===== config.mk =====
export PLATFORM = sky130hd
export DESIGN_NAME = id_ex_stage_flat
export DESIGN_NICKNAME = d
export VERILOG_FILES = /design/src/rtl/id_ex_stage_if.sv /design/src/rtl/id_ex_stage.sv /design/src/flat_wrapper.sv
export SDC_FILE = /design/constraint.sdc
export NUM_CORES = 1
export LEC_CHECK = 0
export CORE_MARGIN = 3
export CORE_UTILIZATION = 45
export DETAILED_ROUTE_END_ITERATION = 12
export DONT_BUFFER_PORTS = 1
export PLACE_DENSITY = 0.69
export SLEW_MARGIN = 20
export SYNTH_ARGS = -nofsm -noshare
export SYNTH_HDL_FRONTEND = slang
export SYNTH_SLANG_ARGS = --single-unit

===== constraint.sdc =====
create_clock -name clk -period 2.3 [get_ports clk]
set_input_delay 0.115 -clock clk [delete_from_list [all_inputs] [get_ports clk]]
set_output_delay 0.115 -clock clk [all_outputs]
set_load 0.02 [all_outputs]

===== src/rtl/id_ex_stage_if.sv =====
`default_nettype none
// ============================================================================
// Module      : id_ex_stage_if
// Description : Decode-to-execute instruction bus. Carries one decoded
//               instruction (valid flag, PC, operands, immediate, register
//               indices, ALU opcode, operand selects and control bits) from
//               the decode stage into the ID/EX pipeline register.
// Modports    : master - decode stage, drives every field
//               slave  - id_ex_stage, samples every field
// Parameters  : DATA_WIDTH, OPCODE_LENGTH, REG_ADDR_WIDTH
// Revision    : 1.0 - initial release
// ============================================================================
interface id_ex_stage_if #(
    parameter int DATA_WIDTH     = 32,
    parameter int OPCODE_LENGTH  = 4,
    parameter int REG_ADDR_WIDTH = 5
);
    logic                      id_valid;
    logic [DATA_WIDTH-1:0]     id_pc;
    logic [DATA_WIDTH-1:0]     id_rs1_data;
    logic [DATA_WIDTH-1:0]     id_rs2_data;
    logic [DATA_WIDTH-1:0]     id_imm;
    logic [REG_ADDR_WIDTH-1:0] id_rs1;
    logic [REG_ADDR_WIDTH-1:0] id_rs2;
    logic [REG_ADDR_WIDTH-1:0] id_rd;
    logic [OPCODE_LENGTH-1:0]  id_alu_op;
    logic                      id_asel;
    logic                      id_bsel;
    logic                      id_reg_write;
    logic                      id_mem_read;
    logic                      id_mem_write;

    modport master (
        output id_valid, id_pc, id_rs1_data, id_rs2_data, id_imm,
               id_rs1, id_rs2, id_rd, id_alu_op, id_asel, id_bsel,
               id_reg_write, id_mem_read, id_mem_write
    );

    modport slave (
        input  id_valid, id_pc, id_rs1_data, id_rs2_data, id_imm,
               id_rs1, id_rs2, id_rd, id_alu_op, id_asel, id_bsel,
               id_reg_write, id_mem_read, id_mem_write
    );
endinterface
`default_nettype wire


===== src/rtl/id_ex_stage.sv =====
`default_nettype none
// ============================================================================
// Module      : id_ex_stage
// Description : ID/EX pipeline register and ALU operand-select stage.
//               Captures one decoded instruction per cycle, resolves operand
//               forwarding from the MEM and WB stages combinationally in the
//               EX cycle, drives SrcA/SrcB/Operation to the ALU and detects
//               load-use hazards, inserting a single bubble per hazard.
// Ports       : clk, rst_n        - clock, asynchronous active-low reset
//               id_bus (slave)    - decoded instruction from the ID stage
//               flush             - kill the instruction entering EX
//               mem_rd/_reg_write/_result - EX/MEM forwarding source
//               wb_rd/_reg_write/_result  - MEM/WB forwarding source
//               load_use_stall    - upstream holds PC and IF/ID this cycle
//               ex_valid, SrcA, SrcB, Operation, ex_store_data,
//               ex_rd, ex_reg_write, ex_mem_read, ex_mem_write - EX outputs
// Options     : `define ID_EX_PERF_EN adds a saturating 32-bit output
//               bubble_cnt counting load-use bubbles (flushes not counted).
// Revision    : 1.0 - initial release
// ============================================================================
module id_ex_stage #(
    parameter int DATA_WIDTH     = 32,
    parameter int OPCODE_LENGTH  = 4,
    parameter int REG_ADDR_WIDTH = 5
) (
    input  wire logic                      clk,
    input  wire logic                      rst_n,
    id_ex_stage_if.slave                   id_bus,
    input  wire logic                      flush,
    input  wire logic [REG_ADDR_WIDTH-1:0] mem_rd,
    input  wire logic                      mem_reg_write,
    input  wire logic [DATA_WIDTH-1:0]     mem_result,
    input  wire logic [REG_ADDR_WIDTH-1:0] wb_rd,
    input  wire logic                      wb_reg_write,
    input  wire logic [DATA_WIDTH-1:0]     wb_result,
    output logic                           load_use_stall,
    output logic                           ex_valid,
    output logic [DATA_WIDTH-1:0]          SrcA,
    output logic [DATA_WIDTH-1:0]          SrcB,
    output logic [OPCODE_LENGTH-1:0]       Operation,
    output logic [DATA_WIDTH-1:0]          ex_store_data,
    output logic [REG_ADDR_WIDTH-1:0]      ex_rd,
    output logic                           ex_reg_write,
    output logic                           ex_mem_read,
    output logic                           ex_mem_write
`ifdef ID_EX_PERF_EN
    ,
    output logic [31:0]                    bubble_cnt
`endif
);

    localparam logic [REG_ADDR_WIDTH-1:0] c_x0 = '0;

    // ------------------------------------------------------------------
    // EX pipeline register
    // ------------------------------------------------------------------
    logic                      r_valid;
    logic [DATA_WIDTH-1:0]     r_pc;
    logic [DATA_WIDTH-1:0]     r_rs1_data;
    logic [DATA_WIDTH-1:0]     r_rs2_data;
    logic [DATA_WIDTH-1:0]     r_imm;
    logic [REG_ADDR_WIDTH-1:0] r_rs1;
    logic [REG_ADDR_WIDTH-1:0] r_rs2;
    logic [REG_ADDR_WIDTH-1:0] r_rd;
    logic [OPCODE_LENGTH-1:0]  r_alu_op;
    logic                      r_asel;
    logic                      r_bsel;
    logic                      r_reg_write;
    logic                      r_mem_read;
    logic                      r_mem_write;

    logic                      w_stall;
    logic                      w_bubble;
    logic                      w_src_hit;
    logic [DATA_WIDTH-1:0]     w_fwd_rs1;
    logic [DATA_WIDTH-1:0]     w_fwd_rs2;

    // ------------------------------------------------------------------
    // Load-use hazard: the load in EX has no data until MEM, so a
    // dependent instruction in ID must wait one cycle. A flush kills the
    // ID instruction anyway, so it suppresses the stall.
    // ------------------------------------------------------------------
    assign w_src_hit = (id_bus.id_rs1 == r_rd) || (id_bus.id_rs2 == r_rd);

    assign w_stall = r_valid && r_mem_read && (r_rd != c_x0) &&
                     id_bus.id_valid && w_src_hit && !flush;

    assign load_use_stall = w_stall;

    assign w_bubble = flush || w_stall || !id_bus.id_valid;

    always_ff @(posedge clk or negedge rst_n) begin
        if (!rst_n) begin
            r_valid     <= 1'b0;
            r_pc        <= '0;
            r_rs1_data  <= '0;
            r_rs2_data  <= '0;
            r_imm       <= '0;
            r_rs1       <= '0;
            r_rs2       <= '0;
            r_rd        <= '0;
            r_alu_op    <= '0;
            r_asel      <= 1'b0;
            r_bsel      <= 1'b0;
            r_reg_write <= 1'b0;
            r_mem_read  <= 1'b0;
            r_mem_write <= 1'b0;
        end else if (w_bubble) begin
            // A bubble is indistinguishable from the reset state so that
            // downstream stages never see stale indices or control bits.
            r_valid     <= 1'b0;
            r_pc        <= '0;
            r_rs1_data  <= '0;
            r_rs2_data  <= '0;
            r_imm       <= '0;
            r_rs1       <= '0;
            r_rs2       <= '0;
            r_rd        <= '0;
            r_alu_op    <= '0;
            r_asel      <= 1'b0;
            r_bsel      <= 1'b0;
            r_reg_write <= 1'b0;
            r_mem_read  <= 1'b0;
            r_mem_write <= 1'b0;
        end else begin
            r_valid     <= 1'b1;
            r_pc        <= id_bus.id_pc;
            r_rs1_data  <= id_bus.id_rs1_data;
            r_rs2_data  <= id_bus.id_rs2_data;
            r_imm       <= id_bus.id_imm;
            r_rs1       <= id_bus.id_rs1;
            r_rs2       <= id_bus.id_rs2;
            r_rd        <= id_bus.id_rd;
            r_alu_op    <= id_bus.id_alu_op;
            r_asel      <= id_bus.id_asel;
            r_bsel      <= id_bus.id_bsel;
            r_reg_write <= id_bus.id_reg_write;
            r_mem_read  <= id_bus.id_mem_read;
            r_mem_write <= id_bus.id_mem_write;
        end
    end

    // ------------------------------------------------------------------
    // Forwarding. MEM is checked first because it holds the younger
    // result. x0 is hardwired zero and is never forwarded.
    // ------------------------------------------------------------------
    function automatic logic [DATA_WIDTH-1:0] fwd_sel(
        input logic [REG_ADDR_WIDTH-1:0] rs,
        input logic [DATA_WIDTH-1:0]     rf_val,
        input logic [REG_ADDR_WIDTH-1:0] m_rd,
        input logic                      m_we,
        input logic [DATA_WIDTH-1:0]     m_val,
        input logic [REG_ADDR_WIDTH-1:0] w_rd,
        input logic                      w_we,
        input logic [DATA_WIDTH-1:0]     w_val
    );
        logic [DATA_WIDTH-1:0] sel;
        sel = rf_val;
        if (m_we && (m_rd != c_x0) && (m_rd == rs)) begin
            sel = m_val;
        end else if (w_we && (w_rd != c_x0) && (w_rd == rs)) begin
            sel = w_val;
        end
        return sel;
    endfunction

    always_comb begin
        w_fwd_rs1 = fwd_sel(r_rs1, r_rs1_data, mem_rd, mem_reg_write,
                            mem_result, wb_rd, wb_reg_write, wb_result);
        w_fwd_rs2 = fwd_sel(r_rs2, r_rs2_data, mem_rd, mem_reg_write,
                            mem_result, wb_rd, wb_reg_write, wb_result);
    end

    // ------------------------------------------------------------------
    // Operand select and downstream control
    // ------------------------------------------------------------------
    assign SrcA          = r_asel ? r_pc  : w_fwd_rs1;
    assign SrcB          = r_bsel ? r_imm : w_fwd_rs2;
    // Stores always need the register value, even when B carries the
    // address offset immediate.
    assign ex_store_data = w_fwd_rs2;
    assign Operation     = r_alu_op;
    assign ex_valid      = r_valid;
    assign ex_rd         = r_rd;
    assign ex_reg_write  = r_reg_write;
    assign ex_mem_read   = r_mem_read;
    assign ex_mem_write  = r_mem_write;

`ifdef ID_EX_PERF_EN
    // ------------------------------------------------------------------
    // Load-use bubble counter, saturating. Flush bubbles are excluded
    // because w_stall is already masked by flush.
    // ------------------------------------------------------------------
    logic [31:0] r_bubble_cnt;

    always_ff @(posedge clk or negedge rst_n) begin
        if (!rst_n) begin
            r_bubble_cnt <= '0;
        end else if (w_stall && (r_bubble_cnt != 32'hFFFF_FFFF)) begin
            r_bubble_cnt <= r_bubble_cnt + 32'd1;
        end
    end

    assign bubble_cnt = r_bubble_cnt;
`endif

endmodule
`default_nettype wire


===== src/flat_wrapper.sv =====
// flat-port wrapper written by rule: the top's interface ports become plain ports
module id_ex_stage_flat 
#(
    parameter int DATA_WIDTH     = 32,
    parameter int OPCODE_LENGTH  = 4,
    parameter int REG_ADDR_WIDTH = 5
)
  (clk, rst_n, flush, mem_rd, mem_reg_write, mem_result, wb_rd, wb_reg_write, wb_result, load_use_stall, ex_valid, SrcA, SrcB, Operation, ex_store_data, ex_rd, ex_reg_write, ex_mem_read, ex_mem_write, id_bus_id_valid, id_bus_id_pc, id_bus_id_rs1_data, id_bus_id_rs2_data, id_bus_id_imm, id_bus_id_rs1, id_bus_id_rs2, id_bus_id_rd, id_bus_id_alu_op, id_bus_id_asel, id_bus_id_bsel, id_bus_id_reg_write, id_bus_id_mem_read, id_bus_id_mem_write);
  id_ex_stage_if #(.DATA_WIDTH(DATA_WIDTH), .OPCODE_LENGTH(OPCODE_LENGTH), .REG_ADDR_WIDTH(REG_ADDR_WIDTH)) id_bus_i ();
  input  wire logic clk;
  input  wire logic rst_n;
  input  wire logic flush;
  input  wire logic [REG_ADDR_WIDTH-1:0] mem_rd;
  input  wire logic mem_reg_write;
  input  wire logic [DATA_WIDTH-1:0] mem_result;
  input  wire logic [REG_ADDR_WIDTH-1:0] wb_rd;
  input  wire logic wb_reg_write;
  input  wire logic [DATA_WIDTH-1:0] wb_result;
  output logic load_use_stall;
  output logic ex_valid;
  output logic [DATA_WIDTH-1:0] SrcA;
  output logic [DATA_WIDTH-1:0] SrcB;
  output logic [OPCODE_LENGTH-1:0] Operation;
  output logic [DATA_WIDTH-1:0] ex_store_data;
  output logic [REG_ADDR_WIDTH-1:0] ex_rd;
  output logic ex_reg_write;
  output logic ex_mem_read;
  output logic ex_mem_write;
  input wire logic [$bits(id_bus_i.id_valid)-1:0] id_bus_id_valid;
  input wire logic [$bits(id_bus_i.id_pc)-1:0] id_bus_id_pc;
  input wire logic [$bits(id_bus_i.id_rs1_data)-1:0] id_bus_id_rs1_data;
  input wire logic [$bits(id_bus_i.id_rs2_data)-1:0] id_bus_id_rs2_data;
  input wire logic [$bits(id_bus_i.id_imm)-1:0] id_bus_id_imm;
  input wire logic [$bits(id_bus_i.id_rs1)-1:0] id_bus_id_rs1;
  input wire logic [$bits(id_bus_i.id_rs2)-1:0] id_bus_id_rs2;
  input wire logic [$bits(id_bus_i.id_rd)-1:0] id_bus_id_rd;
  input wire logic [$bits(id_bus_i.id_alu_op)-1:0] id_bus_id_alu_op;
  input wire logic [$bits(id_bus_i.id_asel)-1:0] id_bus_id_asel;
  input wire logic [$bits(id_bus_i.id_bsel)-1:0] id_bus_id_bsel;
  input wire logic [$bits(id_bus_i.id_reg_write)-1:0] id_bus_id_reg_write;
  input wire logic [$bits(id_bus_i.id_mem_read)-1:0] id_bus_id_mem_read;
  input wire logic [$bits(id_bus_i.id_mem_write)-1:0] id_bus_id_mem_write;
  assign id_bus_i.id_valid = id_bus_id_valid;
  assign id_bus_i.id_pc = id_bus_id_pc;
  assign id_bus_i.id_rs1_data = id_bus_id_rs1_data;
  assign id_bus_i.id_rs2_data = id_bus_id_rs2_data;
  assign id_bus_i.id_imm = id_bus_id_imm;
  assign id_bus_i.id_rs1 = id_bus_id_rs1;
  assign id_bus_i.id_rs2 = id_bus_id_rs2;
  assign id_bus_i.id_rd = id_bus_id_rd;
  assign id_bus_i.id_alu_op = id_bus_id_alu_op;
  assign id_bus_i.id_asel = id_bus_id_asel;
  assign id_bus_i.id_bsel = id_bus_id_bsel;
  assign id_bus_i.id_reg_write = id_bus_id_reg_write;
  assign id_bus_i.id_mem_read = id_bus_id_mem_read;
  assign id_bus_i.id_mem_write = id_bus_id_mem_write;
  id_ex_stage #(.DATA_WIDTH(DATA_WIDTH), .OPCODE_LENGTH(OPCODE_LENGTH), .REG_ADDR_WIDTH(REG_ADDR_WIDTH)) u_core (.clk(clk), .rst_n(rst_n), .id_bus(id_bus_i), .flush(flush), .mem_rd(mem_rd), .mem_reg_write(mem_reg_write), .mem_result(mem_result), .wb_rd(wb_rd), .wb_reg_write(wb_reg_write), .wb_result(wb_result), .load_use_stall(load_use_stall), .ex_valid(ex_valid), .SrcA(SrcA), .SrcB(SrcB), .Operation(Operation), .ex_store_data(ex_store_data), .ex_rd(ex_rd), .ex_reg_write(ex_reg_write), .ex_mem_read(ex_mem_read), .ex_mem_write(ex_mem_write));
endmodule

---- Yosys cells after proc, flatten, opt, wreduce, memory -nomap -nowiden ----
Index checks and enable logic that the tools add are counted.
storage, ports and cells
  word-level logic and storage cells ...... 59
  flip-flop bits (word level) ............. 153
  input port bits ......................... 232
  output and inout port bits .............. 110
operators by class
  multiplexer cells ....................... 20
  equality and inequality tests ........... 6
  reductions and logical operators ........ 19
operators by type and width
  kind                 number
  $mux W32             10
  $eq A5 B5 Y1         6
  $mux W5              3
  $reduce_bool A5 Y1   3
  $logic_and A1 B1 Y1  11
  $mux W1              6
  $mux W4              1
  $logic_or A1 B1 Y1   3
  $logic_not A1 Y1     2

---- Logic depth before layout (Yosys ltp) ----
  word-level depth ........................ 8
  mapped depth ............................ 8
  gate-level depth less buffers ........... 5

---- Worst setup path after synthesis ----
Ideal clock, no wire load.
  path kind ............................... reg-to-output
  start point ............................. reg u_core.r_rs1[3]
  end point ............................... out SrcA[0]
  setup slack ............................. 0.161 ns
  stages on the path, launching flop included .. 7
  required time ........................... 2.185 ns
  buffers on the path ..................... 2
  arrival ................................. 2.024 ns
  path through ............................ dfrtp_1 > xor2_1 > or4_1 > buf_2 > nor2b_1 > buf_2 > a221oi_1
between the ends
  longest elaborated chain between the ends .. 5
  elaborated cells on any way between the ends .. 7
  classes of those cells .................. eq/ne: 2; mux: 3; reduce/logical: 2
ends and longest elaborated chain
  element                 RTL line            source
  from (decl)             id_ex_stage.sv:62   logic [REG_ADDR_WIDTH-1:0] r_rs1;
  from (signal assigned)  id_ex_stage.sv:131  r_rs1 <= id_bus.id_rs1;
  $eq A5 B5 Y1            id_ex_stage.sv:161  end else if (w_we && (w_rd != c_x0) && (w_rd == rs)) begin
  $logic_and A1 B1 Y1     id_ex_stage.sv:161
  $mux W32                id_ex_stage.sv:161
  $mux W32 *              id_ex_stage.sv:159  if (m_we && (m_rd != c_x0) && (m_rd == rs)) begin
  $mux W32 *              id_ex_stage.sv:177  assign SrcA = r_asel ? r_pc : w_fwd_rs1;
  to (decl)               flat_wrapper.sv:21  output logic [DATA_WIDTH-1:0] SrcA;
Every way passes the cells marked *; elsewhere a longest branch is shown, timed or not.

---- Worst setup path after layout ----
  start point ............................. reg u_core.r_rs1[4]
  end point ............................... out SrcA[25]
Same word-level chain as after synthesis.

==> flow_summary_export.csv <==
group,metric,value,unit
clocking,cts_sinks,153,
worst_setup_path,startpoint_type,"flop",
timing,maxSlewViolCount,0,
power_and_ir_drop,p_leak,5.33,nW
logic_synthesis,yosysWarnings,0,
floorplan,boundaryPins,342,
run,max_cap_viol_count,0,
cells_and_area,nNetsFinal,1206,
route,drt-initial-drc-count,450,
timing,rsz0062_at_grt,"true",
worst_setup_path,reg2reg_slack,330,ps
timing,fin_crit_sh,115,%
timing,fmax,378,MHz
route,viasPerCell,5.95,
logic_synthesis,yosys.area.top_type_share,48.9,%
logic_synthesis,syn_nets,976,
floorplan,start_util,46.5,%
logic_synthesis,synth_top_area_cell,"dfrtp_1",
placement,dpl_worst_slack,46.2,ps
timing,setup_violations,96,
route,vias,7185,
worst_setup_path,crit_fanout,9,
run_status,violations,"hold timing, setup timing",
clocking,htree_num_levels,4,
power_and_ir_drop,ir_drop,0.624,mV
placement,place_congestion,0.934,
floorplan,dieHeight,138,um
logic_synthesis,synth_cells,744,
route,wl_per_cell,26.9,um
floorplan,core,16800,um^2
logic_synthesis,avgSynthCellArea,10.5,um^2
floorplan,die_area,19000,um^2
timing,setup_tns,-17370,ps
logic_synthesis,synth_area,7820,um^2
floorplan,die_width,138,um
placement,post_dp_cell_area,8610,um^2
timing,min_period,2650,ps
route,drc,0,
worst_setup_path,endpoint_kind,"output pin",
worst_setup_path,crit_type,"reg -> out",
hold_path,hp-class,"in -> async",
cells_and_area,layout_common_cells,"152 x and2_1, 152 x dlygate4sd3_1, 148 x dfrtp_1",
worst_setup_path,rr_endpoint,"u_core.r_rs2_data[14]",
clocking,cts_buffer_depth,2,
timing,worst_slack,-347,ps
worst_setup_path,cpPeakStageDelay,460,ps
logic_synthesis,yosysSeqAreaShare,48.9,%
route,postRouteAntennaNets,0,
clocking,worstSkewPairLatency,430,ps
floorplan,row_count,47,
logic_synthesis,synth-seq-cells,153,
worst_setup_path,worst-path-buf-inv,2,
cells_and_area,final_core_util,75.3,%
clocking,cts_root_buf,"clkbuf_16",
cells_and_area,design_area,12700,um^2
worst_setup_path,worst_path_max_delay_cell,"or4_4",
route,drt-total-wl,32500,um
clocking,cts_buffers,17,
worst_setup_path,timing.rr.start,"u_core.ex_rd[4]",
global_route,grtUsageTotal,31.0,%
route,dr.pass1.iters,5,
power_and_ir_drop,powerDensity,568,nW/um^2
worst_setup_path,reg2regPathDepth,5,
logic_synthesis,ys_types,36,
timing,worst_hold_slack,-621,ps
placement,io_buffers,0,
global_route,gr-total-overflow,0,
global_route,grt_pass1_vias,7685,
global_route,grt_pass1_wl,43800,um
clocking,path_clk_slew,70,ps
worst_setup_path,crit_family,"simple AND/OR/NAND/NOR gates",
cells_and_area,area_delta_synth_final,61.8,%
run_status,status,"complete, but fails checks",
clocking,postCtsHoldBufs,152,
timing,finalHoldViolCount,153,
placement,hpwl,17400,um
worst_setup_path,worstPathRequired,2180,ps
worst_setup_path,arrival,2530,ps
cells_and_area,drive_gt1_share,35.0,%
logic_synthesis,synth_area_leaders,"dfrtp_1 49%, and2_1 12%, a221oi_2 5.8%",
timing,slew_headroom,47.9,%
worst_setup_path,path_cells,"xnor2_2 > o2111ai_1 > or4_4 > nor2b_4 > buf_12 > a221oi_2 > buf_4",
global_route,grt_max_degree,154,
timing,fin_skew,15.6,ps
clocking,cts_tree,"built",
global_route,antenna_found_initial,0,
timing,worst_pin_slew,781,ps
==> metal layers <==
| metal | part of all wire [%] | GRT usage [%] |
|---|---|---|
| met2 | 51 | 53.6 |
| met3 | 9.2 | 9.17 |
| met4 | 5.4 | 17.4 |
| met5 | 0 | 0 |
| met1 | 34 | 34.0 |
==> cells by family after synthesis <==
logic type / count (synthesis) / share of synthesized area, %
simple gates: 277 / 20.8
compound gates: 102 / 12.1
flops: 153 / 48.9
buf+inv: 121 / 6.48
mux: 61 / 8.27
xor+xnor: 30 / 3.36
==> cell type report <==
cell class                 instances  area, um^2
timing repair buffer             269        2920
sequential                       153        3840
clock inverter                    14         164
multi-input combinational        472        4800
tap                              220         275
inverter                          61         229
clock buffer                      18         429
antenna                            1        2.50
fill                             966        4160
==> cells in the mapped netlist, drive strengths merged <==
library cell,count
nor2,11
nor4,1
mux2i,32
or4,3
or2,2
nand4,3
nor3,62
nand3,3
a31oi,29
mux2,29
nor2b,1
xnor2,25
a21oi,2
and2,152
nand2b,1
o2111ai,1
a221oi,35
and3,3
dfrtp,153
or3,29
buf,19
o21ai,29
nand2,6
xor2,5
o31ai,3
o22ai,1
inv,61
o211ai,2
clkbuf,41
==> flip-flops by register name, indices dropped and copies added, names as in the netlist, 4 cells and up <==
| register | count |
|---|---|
| u_core.Operation | 4 |
| u_core.ex_rd | 5 |
| u_core.r_imm | 32 |
| u_core.r_pc | 32 |
| u_core.r_rs1 | 5 |
| u_core.r_rs1_data | 32 |
| u_core.r_rs2 | 5 |
| u_core.r_rs2_data | 32 |
==> power by group <==
group | switching [mW] | internal [mW] | leakage [nW]
clock | 1.25 | 1.63 | 0.274
sequential | 0.0840 | 2.79 | 2.05
combinational | 0.703 | 0.733 | 3.01
total | 2.04 | 5.15 | 5.33
==> per-stage QoR <==
stage	power, mW	hold WS, ps	std cells
after floorplan	3.47	-181	744
after global placement	3.74	-176	993
after detailed placement	3.76	-176	993
after CTS	6.99	-636	1200
after global routing	7.40	-647	1207
final	7.19	-621	1208
==> worst max path at each step <==
stage | start | endpoint | slack (ps) | depth (start not counted)
6_report | u_core.r_rs1[4] | SrcA[25] | -350 | 7
5_1_grt | u_core.r_rs1[4] | SrcA[25] | -400 | 7
4_1_cts | u_core.r_rs1[1] | SrcA[25] | -290 | 7
3_5_place_dp | mem_rd[0] | SrcA[2] | 50 | 7
3_3_place_gp | mem_rd[0] | SrcA[5] | 110 | 7
2_1_floorplan | u_core.r_rs1[3] | SrcA[0] | 160 | 6
==> what timing repair did <==
action,CTS,global route
endpoints found under the setup margin,96,97
buffers inserted,15,6
hold endpoints to repair,305,153
pin swaps,45,19
resized for setup,186,118
cloned,8,6
Power figures use the tool's default switching activity.
